[config.mk]
export PLATFORM = sky130hd
export DESIGN_NAME = ff_d_tapped_delay_line
export DESIGN_NICKNAME = d
export VERILOG_FILES = /design/src/rtl/ff_d_pkg.sv /design/src/rtl/ff_d_tapped_delay_line_stage.sv /design/src/rtl/ff_d_tapped_delay_line.sv
export SDC_FILE = /design/constraint.sdc
export NUM_CORES = 1
export LEC_CHECK = 0
export BUFFER_PORTS_ARGS = -buffer_cell sky130_fd_sc_hd__buf_4
export CAP_MARGIN = 20
export CORE_ASPECT_RATIO = 0.6
export CORE_MARGIN = 2
export CORE_UTILIZATION = 50
export DETAILED_ROUTE_END_ITERATION = 8
export MAX_ROUTING_LAYER = met4
export PLACE_DENSITY = 0.68
export RECOVER_POWER = 100
export SLEW_MARGIN = 30
export SYNTH_ARGS = -nofsm -noshare
export SYNTH_HDL_FRONTEND = slang
export SYNTH_SLANG_ARGS = --single-unit
[constraint.sdc]
create_clock -name clock -period 2.55 [get_ports clock]
set_clock_uncertainty 0.05 [all_clocks]
set_input_delay 0.3825 -clock clock [delete_from_list [all_inputs] [get_ports clock]]
set_output_delay 0.3825 -clock clock [all_outputs]
set_load 0.03 [all_outputs]
[src/rtl/ff_d_pkg.sv]
// Shared types and helpers for the FF_D family of register-chain blocks.
// tap_w() sizes tap selects and occupancy counters; stage_t is the default-width stage record.
package ff_d_pkg;

    localparam int unsigned DwDefault = 4;

    function automatic int unsigned tap_w(input int unsigned n);
        return $clog2(n + 1);
    endfunction

    typedef struct packed {
        logic [DwDefault-1:0] data;
        logic                 valid;
    } stage_t;

endpackage

[src/rtl/ff_d_tapped_delay_line_stage.sv]
// One data+valid register stage with stall, flush and selectable capture edge.
module ff_d_stage #(
    parameter int unsigned DW       = 4,
    parameter int unsigned NEG_EDGE = 0
) (
    input  logic          clock,
    input  logic          reset,
    input  logic          en,
    input  logic          flush,
    input  logic [DW-1:0] data_in,
    input  logic          valid_in,
    output logic [DW-1:0] data_out,
    output logic          valid_out
);

    logic [DW-1:0] data_d, data_q;
    logic          valid_d, valid_q;

    // Flush only clears the qualifier; the data word is left in place.
    always_comb begin
        data_d  = data_q;
        valid_d = valid_q;
        if (flush) begin
            valid_d = 1'b0;
        end else if (en) begin
            data_d  = data_in;
            valid_d = valid_in;
        end
    end

    if (NEG_EDGE != 0) begin : g_neg
        always_ff @(negedge clock or negedge reset) begin
            if (!reset) begin
                data_q  <= '0;
                valid_q <= 1'b0;
            end else begin
                data_q  <= data_d;
                valid_q <= valid_d;
            end
        end
    end else begin : g_pos
        always_ff @(posedge clock or negedge reset) begin
            if (!reset) begin
                data_q  <= '0;
                valid_q <= 1'b0;
            end else begin
                data_q  <= data_d;
                valid_q <= valid_d;
            end
        end
    end

    assign data_out  = data_q;
    assign valid_out = valid_q;

endmodule

[src/rtl/ff_d_tapped_delay_line.sv]
// Programmable-latency delay line: N-stage register chain with a run-time tap mux,
// saturating tap select and a valid-entry occupancy counter.
module ff_d_tapped_delay_line
    import ff_d_pkg::*;
#(
    parameter int unsigned N        = 10,
    parameter int unsigned DW       = 4,
    parameter int unsigned NEG_EDGE = 0,
    localparam int unsigned TW      = tap_w(N)
) (
    input  logic          clock,
    input  logic          reset,
    input  logic          en,
    input  logic          flush,
    input  logic [DW-1:0] din,
    input  logic          din_valid,
    input  logic [TW-1:0] tap_sel,
    output logic [DW-1:0] dout,
    output logic          dout_valid,
    output logic [TW-1:0] occupancy,
    output logic          tap_err
);

    logic [DW-1:0] stage_data  [N];
    logic          stage_valid [N];
    logic [TW-1:0] occ_d, occ_q;

    for (genvar i = 0; i < N; i++) begin : g_stage
        ff_d_stage #(
            .DW       (DW),
            .NEG_EDGE (NEG_EDGE)
        ) u_stage (
            .clock     (clock),
            .reset     (reset),
            .en        (en),
            .flush     (flush),
            .data_in   ((i == 0) ? din : stage_data[(i == 0) ? 0 : i - 1]),
            .valid_in  ((i == 0) ? din_valid : stage_valid[(i == 0) ? 0 : i - 1]),
            .data_out  (stage_data[i]),
            .valid_out (stage_valid[i])
        );
    end

    // Tap 0 is a zero-latency bypass; out-of-range selects saturate to the last stage.
    always_comb begin
        dout       = din;
        dout_valid = din_valid;
        tap_err    = 1'b0;
        if (tap_sel > TW'(N)) begin
            dout       = stage_data[N-1];
            dout_valid = stage_valid[N-1];
            tap_err    = 1'b1;
        end else begin
            for (int k = 1; k <= N; k++) begin
                if (tap_sel == TW'(k)) begin
                    dout       = stage_data[k-1];
                    dout_valid = stage_valid[k-1];
                end
            end
        end
    end

    // Tracks popcount of the valid bits without an adder tree: one in, one out per shift.
    always_comb begin
        occ_d = occ_q;
        if (flush) begin
            occ_d = '0;
        end else if (en) begin
            occ_d = occ_q + TW'(din_valid) - TW'(stage_valid[N-1]);
        end
    end

    if (NEG_EDGE != 0) begin : g_occ_neg
        always_ff @(negedge clock or negedge reset) begin
            if (!reset) occ_q <= '0;
            else        occ_q <= occ_d;
        end
    end else begin : g_occ_pos
        always_ff @(posedge clock or negedge reset) begin
            if (!reset) occ_q <= '0;
            else        occ_q <= occ_d;
        end
    end

    assign occupancy = occ_q;

endmodule
==> results.md <==
* Full die area at between 6000 and 7000 um2
* Layout net count at approximately 300
* Vias at slightly below 2000
* Multi-input logic area at 1450 um2
* Vias in the first global route at approximately 1900
* Synth Register Bits at 54
* Clock transition at the registers of the reported paths at approximately 0.08 ns
* Total power divided by cell area at 758 nW/um2
* MaxCap Viol Count at 0
* Post-CTS Hold Fix Bufs at 0
* Worst-Margin Slew at around 1.3 ns
* FP Rows at 21
* Ranking of synthesized cells by instance count: dfrtp_1, mux2_2, nor2_1, mux2i_1, o21ai_0
* Count of clock tree sinks at 54
* CTS Buf Count at 5
* Switching power total at ~750 uW
* Worst skew pair latency at 0.30 ns
* Resized cells post-CTS at 0
* Setup violators final at 0
* Most frequent cell after synthesis: dfrtp_1
* FMAX at approximately 420 MHz
* Register area at 1350 um2
* Die Y at between 60 and 70 um
* Max-slew headroom at 0.121
* Total Wirelength at approximately 5.7 mm
* Status: completed
* Post-synth EDFFs at 0
* Period utilisation layout at 0.933
* Metal-1 WL at around 3.3 mm
* Yosys cell types at 43
* Async set-or-reset flop fraction in the synthesized netlist at 1.00
* Post-synthesis sequential area ratio at 0.460
* I/O Buffers at 22
* Crit path DAT at 1.95 ns
* Worst Hold Class: input pin to flip-flop
* Worst setup SP type: input pin
* Placed cell count at 356
* Post-DP HPWL at between 3 and 4 mm
* Leakage at around 0.0014 uW
* Ant. Diodes at 0
* CP peak stage delay at around 0.34 ns
* Setup repair bufs after CTS at 0
* Met3 wire length at 237 um
* Worst path required time at 2.12 ns
* Top Layer Used: met4
* Starting DRT DRC Count at about 120
* Final hold violation count at 0
* Syn. warnings at 0
* Clock power share at 0.184
* DRC at 0
* Worst Path Max Fanout at 34
* Total GRT Usage at 0.199
* Metal2 WL at 2.18 mm
* Initial Util at 0.523
* Routed length per placed instance at between 15 and 20 um
* Sequential Power Share at 0.547
* Initial antenna violation count at 0
* Logic pwr share at 0.269
* Nature of the critical path endpoint: output port
* Final max-slew violation count at 0
* Routability Congestion at around 0.8
* Largest net degree at the start of global routing at 55
* Syn nets at about 290
* Mapped cell area at between 2000 and 3000 um2
* Post-route setup TNS at 0 ns
* Die Width at ~100 um
* Top cell type's share of synthesized area at 0.460
* GR Overflow Total at 0
* Root Buffer: clkbuf_8
* Synth area leaders: dfrtp_1, mux2_2, mux2i_1
* Share of layout cells above drive strength 1 at 0.265
* Fin cells at 363
* Core Area at between 5000 and 6000 um2
* Switching Share at 0.310
* Crit-path cells: buf_4 > nand2b_1 > nor3_2 > a221oi_1 > o21ai_0 > o21ai_0 > buf_4
* CTS tree: yes
* Area after DPL at about 3100 um2
* DRT antenna net count at 0
* Internal at between 1500 and 2000 uW
* Buffer depth of the longest clock path at 2
* Post-Syn Instances at 270
* RSZ-0062 raised after global routing: no
* First-pass GRT wire length at 9.87 mm
* Predominant post-synthesis flop cell: dfrtp_1
* VDD IR max at roughly 0.40 mV
* Htree depth at 2
* Vias/cell at roughly 5.4
* Mapped Avg Cell Area at 10.9 um2
* I/O pins at 23
* Final instance area at between 3000 and 4000 um2
* Min Tclk post-route at between 2 and 2.5 ns
* Filler Cell Count at slightly above 500
* Layout area overhead at 7.92%
* Slowest-stage cell, CP: buf_4
* Area leader, netlist: dfrtp_1
* First-pass iteration count of the detailed router at 4
* Kind of critical path: input pin to output port
## cells in the final DEF (no fill, tap or decap), types with 3 or more instances in the layout
cell type   n
a211oi_1    3
a21oi_1    10
buf_4      15
clkbuf_1    7
clkbuf_2    6
clkbuf_8    5
dfrtp_1    54
ha_1        4
inv_1       7
mux2_2     42
mux2i_1    20
nand2_1    12
nand2b_1    7
nand3_1     4
nor2_1     25
nor2b_1     4
nor3b_1     4
o21a_1      4
o21ai_0    16
o22ai_1     4
## power by group through the flow
stage	Sequential, uW	Combinational, uW	Clock, uW
2_1_floorplan	1270	515	0
3_3_place_gp	1330	650	0
3_5_place_dp	1330	663	0
4_1_cts	1310	669	458
5_1_grt	1350	721	502
6_report	1320	646	442
## registers in the layout, indices dropped and copies added, names as in the netlist
name,flops
occupancy,4
g_stage.u_stage.data_out,40
g_stage.u_stage.valid_out,10
## kinds of logic after synthesis
kind of cell    count (synthesis)  share of synthesized area
fa+ha+maj                       5                     0.0238
xor+xnor                        2                    0.00596
buf+inv                        28                     0.0485
compound gates                 54                      0.121
mux                            63                      0.234
flops                          54                      0.460
simple gates                   64                      0.106
## path summary, 6_finish.rpt
path,end,start,slack [ns],depth (start not counted)
max,dout[2],tap_sel[0],0.17,7
min,g_stage[0].u_stage.data_out[1],din[1],0.28,2
max reg2reg,occupancy[3],occupancy[0],0.64,9
min reg2reg,g_stage[9].u_stage.data_out[3],g_stage[9].u_stage.data_out[3],0.46,1
max in group asynchronous,g_stage[7].u_stage.data_out[1],reset,1.35,1
min in group asynchronous,g_stage[9].u_stage.data_out[3],reset,0.32,1
## critical path: cells and delay by family
family	cells	cell delay, ns
AOI/OAI and AO/OA	3	0.45
buffers and inverters	2	0.52
and+or+nand+nor	2	0.57
## through the flow
stage / setup WS, ns / util / total power [uW] / hold WS [ns]
2_1_floorplan: 0.381 / - / 1780 / 0.0369
3_3_place_gp: 0.190 / 0.558 / 1980 / 0.420
3_5_place_dp: 0.0641 / 0.558 / 1990 / 0.417
4_1_cts: 0.0734 / 0.571 / 2440 / 0.0893
5_1_grt: 0.0487 / 0.564 / 2580 / 0.278
6_report: 0.171 / 0.564 / 2400 / 0.278
## metal layers
layer | global-route usage | vias up
met5 | - | -
li1 | - | 993
met3 | 0.0444 | 5
met4 | 0.0362 | 0
met1 | 0.331 | 929
met2 | 0.242 | 40
## layout make-up
class                           instances  share of cell area
Clock buffer                            7              0.0241
Sequential cell                        54               0.426
Timing Repair Buffer                   26              0.0509
Multi-Input combinational cell        188               0.458
Tap cell                               80              0.0316
Inverter                                8             0.00947
Note: power is estimated with default switching activity, not from simulation.
